[src/rtl/compute_energy_multichannel.sv]
// Per-channel windowed sum of squared samples, one saturating result per 2**WINDOW_LOG2 samples, 1-cycle latency.
// Input stalls while an untaken result is held; COMPUTE_ENERGY_MEAN_EN selects mean power (sum >> WINDOW_LOG2).
module compute_energy_multichannel #(
  parameter int SAMPLE_WIDTH = 16,
  parameter int SIGNED       = 1,
  parameter int ENERGY_WIDTH = 32,
  parameter int WINDOW_LOG2  = 4,
  parameter int CHANNELS     = 2,
  parameter int CH_WIDTH     = 1
) (
  input  logic                    clock,
  input  logic                    reset,
  input  logic [SAMPLE_WIDTH-1:0] sample_data,
  input  logic [CH_WIDTH-1:0]     sample_channel,
  input  logic                    sample_valid,
  output logic                    sample_ready,
  output logic [ENERGY_WIDTH-1:0] energy_data,
  output logic [CH_WIDTH-1:0]     energy_channel,
  output logic                    energy_saturated,
  output logic                    energy_valid,
  input  logic                    energy_ready
);

  localparam int SQW = 2 * SAMPLE_WIDTH;
  localparam int WW  = ((ENERGY_WIDTH > SQW) ? ENERGY_WIDTH : SQW) + 1;
  localparam int CW  = WINDOW_LOG2 + 1;
  localparam int IW  = (CHANNELS > 1) ? $clog2(CHANNELS) : 1;
  localparam logic [CW-1:0] WIN_LEN = CW'(64'd1 << WINDOW_LOG2);
  localparam logic [WW-1:0] MAX_W   = WW'({ENERGY_WIDTH{1'b1}});

  logic [ENERGY_WIDTH-1:0] acc [CHANNELS];
  logic [CW-1:0]           cnt [CHANNELS];
  logic                    sat [CHANNELS];

  logic                    accept;
  logic                    ch_ok;
  logic [IW-1:0]           idx;
  logic [SQW-1:0]          ext;
  logic [SQW-1:0]          sq;
  logic [WW-1:0]           sq_w;
  logic [WW-1:0]           sq_c;
  logic [WW-1:0]           sum_w;
  logic                    clip;
  logic [ENERGY_WIDTH-1:0] acc_next;
  logic [CW-1:0]           cnt_next;
  logic                    sat_next;
  logic                    win_end;
  logic [ENERGY_WIDTH-1:0] result;

  assign sample_ready = !energy_valid || energy_ready;

  always_comb begin
    accept = sample_valid && sample_ready;
    ch_ok  = 32'(sample_channel) < CHANNELS;
    idx    = IW'(sample_channel);
    if (SIGNED != 0) ext = {{SAMPLE_WIDTH{sample_data[SAMPLE_WIDTH-1]}}, sample_data};
    else             ext = {{SAMPLE_WIDTH{1'b0}}, sample_data};
    // The true square always fits in SQW bits, so the truncated product is exact.
    sq       = ext * ext;
    sq_w     = WW'(sq);
    sq_c     = (sq_w > MAX_W) ? MAX_W : sq_w;
    sum_w    = WW'(acc[idx]) + sq_c;
    clip     = (sq_w > MAX_W) || (sum_w > MAX_W);
    acc_next = clip ? MAX_W[ENERGY_WIDTH-1:0] : sum_w[ENERGY_WIDTH-1:0];
    cnt_next = cnt[idx] + 1'b1;
    sat_next = sat[idx] | clip;
    win_end  = (cnt_next == WIN_LEN);
`ifdef COMPUTE_ENERGY_MEAN_EN
    result   = acc_next >> WINDOW_LOG2;
`else
    result   = acc_next;
`endif
  end

  always_ff @(posedge clock) begin
    if (reset) begin
      for (int i = 0; i < CHANNELS; i++) begin
        acc[i] <= '0;
        cnt[i] <= '0;
        sat[i] <= 1'b0;
      end
      energy_data      <= '0;
      energy_channel   <= '0;
      energy_saturated <= 1'b0;
      energy_valid     <= 1'b0;
    end else begin
      if (accept && ch_ok) begin
        if (win_end) begin
          acc[idx] <= '0;
          cnt[idx] <= '0;
          sat[idx] <= 1'b0;
        end else begin
          acc[idx] <= acc_next;
          cnt[idx] <= cnt_next;
          sat[idx] <= sat_next;
        end
      end
      // A closing window reloads the output even during a handshake, so there is no bubble.
      if (accept && ch_ok && win_end) begin
        energy_data      <= result;
        energy_channel   <= sample_channel;
        energy_saturated <= sat_next;
        energy_valid     <= 1'b1;
      end else if (energy_ready) begin
        energy_valid <= 1'b0;
      end
    end
  end

endmodule

[config.mk]
export PLATFORM = sky130hd
export DESIGN_NAME = compute_energy_multichannel
export DESIGN_NICKNAME = d
export VERILOG_FILES = /design/src/rtl/compute_energy_multichannel.sv
export SDC_FILE = /design/constraint.sdc
export NUM_CORES = 1
export LEC_CHECK = 0
export ABC_AREA = 1
export ABC_CLOCK_PERIOD_IN_PS = 22600
export CAP_MARGIN = 5
export CORE_MARGIN = 4
export CORE_UTILIZATION = 30
export DETAILED_ROUTE_END_ITERATION = 8
export SYNTH_ARGS = -nofsm -noshare
export SYNTH_HDL_FRONTEND = slang
export SYNTH_SLANG_ARGS = --single-unit
[constraint.sdc]
create_clock -name clock -period 22.6 [get_ports clock]
set_clock_uncertainty 0.2 [all_clocks]
set_input_delay 4.52 -clock clock [delete_from_list [all_inputs] [get_ports clock]]
set_output_delay 4.52 -clock clock [all_outputs]
set_load 0.02 [all_outputs]
==> load_flow_metrics.sql, run 1 <==
INSERT INTO impl_metrics (metric_group, metric, value, unit) VALUES
('worst_setup_path', 'worstSetupPathType', 'in -> reg', ''),
('grt', 'global_route_wire_length_before_repair', '67.92', 'mm'),
('worst_setup_path', 'launch_instance_of_the_worst_register_to_register_path', 'acc[0][11]', ''),
('layout', 'layout.core_utilization', '0.3341', ''),
('cts', 'clock_insertion_delay_worst_skew', '0.35', 'ns'),
('detailed_routing', 'route.vias.total', '12900', ''),
('floorplan', 'floorplan.core_area', '0.05297', 'sq mm'),
('hold_path', 'hp-start', 'energy_data[5]', ''),
('place', 'dp.final_hpwl', '32.92', 'mm'),
('timing', 'fin_setup_tns', '0', 'ns'),
('timing', 'grt_setup_unrepaired', 'no', ''),
('floorplan', 'core.rowCount', '84', ''),
('worst_setup_path', 'cp.arrival', '13.45', 'ns'),
('timing', 'timing_worst_slew_pin_value', '1.001', 'ns'),
('grt', 'maximum_number_of_pins_on_one_net_before_global_route_repair', '50', ''),
('yosys', 'synth_top_cell_by_area', 'fa_1', ''),
('timing', 'timing.slew.headroom', '0.3308', ''),
('timing', 'finalSetupViolations', '0', ''),
('grt', 'globalRouteOverflowTotal', '0', ''),
('layout', 'area.growth.synth_to_final', '9.278', '%'),
('detailed_routing', 'final_antenna_net_count', '0', ''),
('layout', 'fin_cells', '2809', ''),
('grt', 'overall_global_routing_resource_usage', '0.1431', ''),
('run', 'cap_violations', '0', ''),
('timing', 'final_critical_path_setup_slack', '9.029', 'ns'),
('detailed_routing', 'drt_pre_antenna_iters', '6', ''),
('grt', 'first_global_vias', '13320', ''),
('worst_setup_path', 'start_kind', 'input port', ''),
('place', 'dp_worst_setup_slack', '8.745', 'ns'),
('detailed_routing', 'detail_route.vias_per_cell', '4.592', ''),
('cts', 'clockBufferDepth', '2', ''),
('floorplan', 'die_height', '240.3', 'um'),
('worst_setup_path', 'critPathCaptureType', 'flip-flop', ''),
('floorplan', 'floorplan.initialDensity', '0.3057', ''),
('grt', 'antenna_found_initial', '0', ''),
('cts', 'tritoncts_clock_tree', 'yes', ''),
('detailed_routing', 'avgRoutedWirePerCell', '14.41', 'um'),
('yosys', 'nets_in_the_synthesized_netlist', '2484', ''),
('cts', 'cts.hold.buffers_added', '0', ''),
('detailed_routing', 'drt-initial-drc-count', '864', ''),
('worst_setup_path', 'max_stage_delay', '1.13', 'ns'),
('yosys', 'post_synth.cell_area_avg', '7.705', 'sq um'),
('cts', 'post_cts_resized', '0', ''),
('yosys', 'synth_async_sr_flop_share', '0', ''),
('layout', 'num-nets-final', '2498', ''),
('layout', 'share_of_post_route_cells_with_drive_strength_above_1', '0.01886', ''),
('worst_setup_path', 'cp.required', '22.48', 'ns'),
('yosys', 'synth_area_leaders', 'fa_1 29%, edfxtp_1 14%, nand2_1 12%, inv_1 11%, ha_1 9.5%', ''),
('detailed_routing', 'postRouteWirelength', '40.49', 'mm'),
('cts', 'htree_levels', '3', ''),
('outcome', 'status', 'complete, no violations', ''),
('cts', 'cts-buffers-inserted', '9', ''),
('yosys', 'ys_seq_area_frac', '0.1842', ''),
('worst_setup_path', 'cp-startpoint', 'sample_data[15]', ''),
('timing', 'post-route-min-period', '13.57', 'ns'),
('place', 'port-buffer-count', '56', ''),
('yosys', 'ys_dominant_reg_cell', 'edfxtp_1', ''),
('timing', 'period_share', '0.6005', ''),
('worst_setup_path', 'critPathMaxFanout', '29', ''),
('place', 'gp_congestion', '0.9579', ''),
('layout', 'layout.filler_cells', '5645', ''),
('cts', 'clock_transition_at_path_regs', '0.08', 'ns'),
('yosys', 'synth_enable_flop_cells', '76', ''),
('yosys', 'netlist_instances', '2102', ''),
('yosys', 'ys.warnings.count', '0', ''),
('floorplan', 'io-pin-count', '57', ''),
('yosys', 'synth.most_common_cell', 'nand2_1', ''),
('floorplan', 'dieArea', '0.05777', 'sq mm'),
('hold_path', 'min_path_type', 'reg -> reg', ''),
('yosys', 'yosys-top-cells-count', '534 x nand2_1, 493 x inv_1, 238 x fa_1, 219 x nor2_1, 123 x ha_1', ''),
('layout', 'antenna_cells', '0', '');
[cells by family (layout without fill, tap and decap cells)]
kind of cell	count (synthesis)	count (layout)	share of synthesized area
compound gates	169	169	0.05601
xor+xnor	57	57	0.03129
fa+ha+maj	361	361	0.3892
buf+inv	561	580	0.1332
flops	111	111	0.1842
simple gates	843	843	0.2061
[metal layers]
metal / global-route usage / up-vias / routed length [um]
li1: - / 6293 / -
met3: 0.01629 / 32 / 2025
met2: 0.2279 / 309 / 18030
met5: 0 / - / 0
met1: 0.2139 / 6264 / 19970
met4: 0.02274 / 0 / 468
[final timing paths]
check                           cells after the start              to  slack, ns
worst max-delay path                               33       acc[0][0]       9.03
worst min-delay path                                2  energy_data[5]       0.34
worst max register to register                     13       acc[0][0]      19.32
worst min register to register                      2  energy_data[5]       0.34
[cell type report]
| class | instances | area (sq um) | share of cell area |
|---|---|---|---|
| Multi-Input combinational cell | 1430 | 11060 | 0.6249 |
| Sequential cell | 111 | 2983 | 0.1685 |
| Inverter | 497 | 1868 | 0.1055 |
| Tap cell | 688 | 860.8 | 0.04864 |
| Timing Repair Buffer | 67 | 643.1 | 0.03634 |
| Clock buffer | 9 | 225.2 | 0.01273 |
| Clock inverter | 7 | 58.81 | 0.003323 |
[registers in the layout, indices dropped and copies added (netlist names)]
signal,flops
acc,64
energy_data,32
sat,2
energy_saturated,1
energy_channel,1
energy_valid,1
cnt,10
[through the flow]
stage	area, sq um	hold WS, ns
floorplan	16200	0.4068
global placement	17410	0.3148
detailed placement	17410	0.3213
CTS	17700	0.3512
global route	17700	0.3740
finish	17700	0.3384
[worst max-delay path: cells and delay by family]
| family | cells | cell delay (ns) |
|---|---|---|
| simple gates | 10 | 1.43 |
| fa+ha+maj | 8 | 3.58 |
| buf+inv | 9 | 2.54 |
| xor+xnor | 1 | 0.17 |
| compound gates | 5 | 1.17 |
[placed cells by master (no fill, tap or decap), drive strengths merged]
cell	instances
nand2	534
inv	498
fa	238
nor2	221
ha	123
a21oi	82
edfxtp	76
o21ai	66
clkdlybuf4s50	56
nand3	48
dfxtp	35
xor2	31
xnor2	26
nor3	11
nand4	11
buf	11
clkbuf	9
o21bai	7
nand3b	6
a21o	5
nor4	5
or2	4
clkinv	4
and2	3
o21a	2
clkinvlp	2
o31ai	1
o211ai	1
a41oi	1
a21boi	1
a221oi	1
a31o	1
o221ai	1
Power of run 1 is not shown: default switching activity piles up to over one toggle a cycle in this logic, so the estimate is an artifact.
==> run 2: changes to the inputs <==
--- a/config.mk
+++ b/config.mk
@@ -6,7 +6,7 @@
 export NUM_CORES = 1
 export LEC_CHECK = 0
 export ABC_AREA = 1
-export ABC_CLOCK_PERIOD_IN_PS = 22600
+export ABC_CLOCK_PERIOD_IN_PS = 11700
 export CAP_MARGIN = 5
 export CORE_MARGIN = 4
 export CORE_UTILIZATION = 30
==> constraint.sdc (replaced) <==
create_clock -name clock -period 11.7 [get_ports clock]
set_clock_uncertainty 0.2 [all_clocks]
set_input_delay 2.34 -clock clock [delete_from_list [all_inputs] [get_ports clock]]
set_output_delay 2.34 -clock clock [all_outputs]
set_load 0.02 [all_outputs]
==> load_flow_metrics.sql, run 2 (same netlist as run 1, synthesis figures left out) <==
INSERT INTO impl_metrics (metric_group, metric, value, unit) VALUES
('run', 'cap_violations', '0', ''),
('layout', 'num-nets-final', '2508', ''),
('grt', 'overall_global_routing_resource_usage', '0.1451', ''),
('cts', 'cts-buffers-inserted', '9', ''),
('outcome', 'status', 'complete, no violations', ''),
('detailed_routing', 'drt-initial-drc-count', '881', ''),
('worst_setup_path', 'launch_instance_of_the_worst_register_to_register_path', 'cnt[0][0]', ''),
('detailed_routing', 'drc', '0', ''),
('grt', 'first_global_vias', '13340', ''),
('worst_setup_path', 'crit-reg2reg-capture', 'energy_data[5]', ''),
('hold_path', 'hold-path-cell-count', '2', ''),
('layout', 'antenna_cells', '0', ''),
('place', 'numPlacedInstances', '2803', ''),
('grt', 'global_route_wire_length_before_repair', '68.71', 'mm'),
('cts', 'htree_levels', '3', ''),
('worst_setup_path', 'max_stage_delay', '0.81', 'ns'),
('worst_setup_path', 'critPathCaptureType', 'flip-flop', ''),
('layout', 'layout.cells.most_common_list', '534 x nand2_1, 493 x inv_1, 238 x fa_1, 219 x nor2_1, 123 x ha_1', ''),
('timing', 'period_share', '0.9183', ''),
('worst_setup_path', 'cp-startpoint', 'sample_data[2]', ''),
('cts', 'cts_setup_buffers', '0', ''),
('worst_setup_path', 'worst-path-stages', '31', ''),
('grt', 'antenna_found_initial', '0', ''),
('floorplan', 'core.rowCount', '84', ''),
('timing', 'achievable_clock_frequency', '93.07', 'MHz'),
('timing', 'finalSetupViolations', '0', ''),
('timing', 'fin_worst_hold_slack', '0.3295', 'ns'),
('worst_setup_path', 'r2r_setup_slack', '8.47', 'ns'),
('timing', 'final_max_slew_viol_count', '0', ''),
('detailed_routing', 'postRouteWirelength', '40.53', 'mm'),
('cts', 'clockRootBuffer', 'clkbuf_16', ''),
('worst_setup_path', 'cp.arrival', '10.63', 'ns'),
('place', 'dp.final_hpwl', '33.59', 'mm'),
('grt', 'maximum_number_of_pins_on_one_net_before_global_route_repair', '51', ''),
('layout', 'fin_cells', '2819', ''),
('timing', 'timing.slew.headroom', '0.3154', ''),
('cts', 'clock_insertion_delay_worst_skew', '0.36', 'ns'),
('timing', 'fin_setup_tns', '0', 'ns'),
('cts', 'tritoncts_clock_tree', 'yes', ''),
('grt', 'groute.layer.met3.usage', '0.01457', ''),
('worst_setup_path', 'slowest_stage', 'clkdlybuf4s50_1', ''),
('detailed_routing', 'detail_route.vias_per_cell', '4.567', ''),
('detailed_routing', 'final_antenna_net_count', '0', ''),
('place', 'port-buffer-count', '56', ''),
('floorplan', 'fp.dieW', '240.3', 'um'),
('timing', 'timing_hold_violations_final', '0', ''),
('worst_setup_path', 'cp.required', '11.59', 'ns'),
('timing', 'post-route-min-period', '10.74', 'ns'),
('floorplan', 'io-pin-count', '57', ''),
('floorplan', 'floorplan.initialDensity', '0.3057', ''),
('worst_setup_path', 'start_kind', 'input port', ''),
('cts', 'clock_transition_at_path_regs', '0.07', 'ns'),
('timing', 'grt_setup_unrepaired', 'no', ''),
('hold_path', 'min_path_type', 'reg -> reg', ''),
('timing', 'timing_worst_slew_pin_value', '1.024', 'ns'),
('worst_setup_path', 'worst_path_buf_inv', '9', ''),
('detailed_routing', 'drt_pre_antenna_iters', '7', ''),
('cts', 'tritoncts_num_sinks', '111', ''),
('cts', 'cts.hold.buffers_added', '0', ''),
('layout', 'layout.core_utilization', '0.3365', ''),
('layout', 'largest_register', 'acc', ''),
('layout', 'largest_reg_flops', '64', ''),
('layout', 'share_of_post_route_cells_with_drive_strength_above_1', '0.02299', ''),
('cts', 'clockBufferDepth', '2', ''),
('place', 'gp_congestion', '0.8896', ''),
('layout', 'area.growth.synth_to_final', '10.06', '%'),
('floorplan', 'die_height', '240.3', 'um'),
('floorplan', 'floorplan.core_area', '0.05297', 'sq mm'),
('worst_setup_path', 'worstSetupPathType', 'in -> reg', ''),
('grt', 'globalRouteOverflowTotal', '0', ''),
('cts', 'post_cts_resized', '0', ''),
('detailed_routing', 'avgRoutedWirePerCell', '14.38', 'um'),
('worst_setup_path', 'worst_r2r_path_depth', '13', ''),
('worst_setup_path', 'crit_end', 'acc[1][12]', ''),
('detailed_routing', 'route.vias.total', '12870', ''),
('grt', 'grt.busiest_layer', 'met2', ''),
('grt', 'grt_util_met1', '0.2204', ''),
('worst_setup_path', 'critPathMaxFanout', '38', ''),
('worst_setup_path', 'critical_path.top_delay_family', 'adder cells', ''),
('floorplan', 'dieArea', '0.05777', 'sq mm'),
('layout', 'final_common_cell', 'nand2_1', ''),
('layout', 'biggest_registers_after_layout', 'acc (64), energy_data (32), cnt (10)', ''),
('grt', 'grt.met2_usage', '0.2290', '');
[run 2: cell types whose count changed in the layout (fill, tap and decap cells not counted), sizes merged]
cell      delta
buf         +10
bufinv       +2
clkinvlp     -2
clkbuf       +1
inv          -1
[run 2: worst reg2reg max path, stage by stage (launching register included)]
cell and delay (ns):
edfxtp_1 0.37, nand2_1 0.10, nand2_1 0.09, ha_1 0.20
nand2_1 0.10, inv_1 0.09, nand2_1 0.06, nand2_1 0.04
nand2_1 0.09, nand3_2 0.13, nor2_4 0.80, inv_2 0.44
nor2_1 0.35, nor2_1 0.07
[run 2: stage by stage]
step	setup WS [ns]	cell area [sq um]
after global placement	0.7785	17500
after floorplan	2.415	16200
after detailed placement	0.7086	17500
after global routing	0.3771	17820
after CTS	1.042	17820
final	0.9557	17820
[run 2: area by class of cell]
cell class	instances	area, sq um
Inverter	497	1868
Fill cell	5669	35150
Clock buffer	10	229.0
Sequential cell	111	2983
Multi-Input combinational cell	1430	11060
Timing Repair Buffer	77	730.7
Clock inverter	6	93.84
Tap cell	688	860.8
[run 2: routing by layer]
layer	up-vias	share of wire
met5	-	0
met3	30	0.045
met2	284	0.45
met4	0	0.0094
met1	6249	0.50
li1	6311	-
[run 2: worst min path at each step]
| stage | startpoint | end | slack (ns) |
|---|---|---|---|
| after floorplan | energy_data[10] | energy_data[10] | 0.41 |
| final | energy_valid | energy_valid | 0.33 |
| after global placement | energy_valid | energy_valid | 0.31 |
| after detailed placement | energy_valid | energy_valid | 0.31 |
| after global routing | energy_valid | energy_valid | 0.36 |
| after CTS | energy_valid | energy_valid | 0.33 |
Power of run 2 is left out for the same reason.
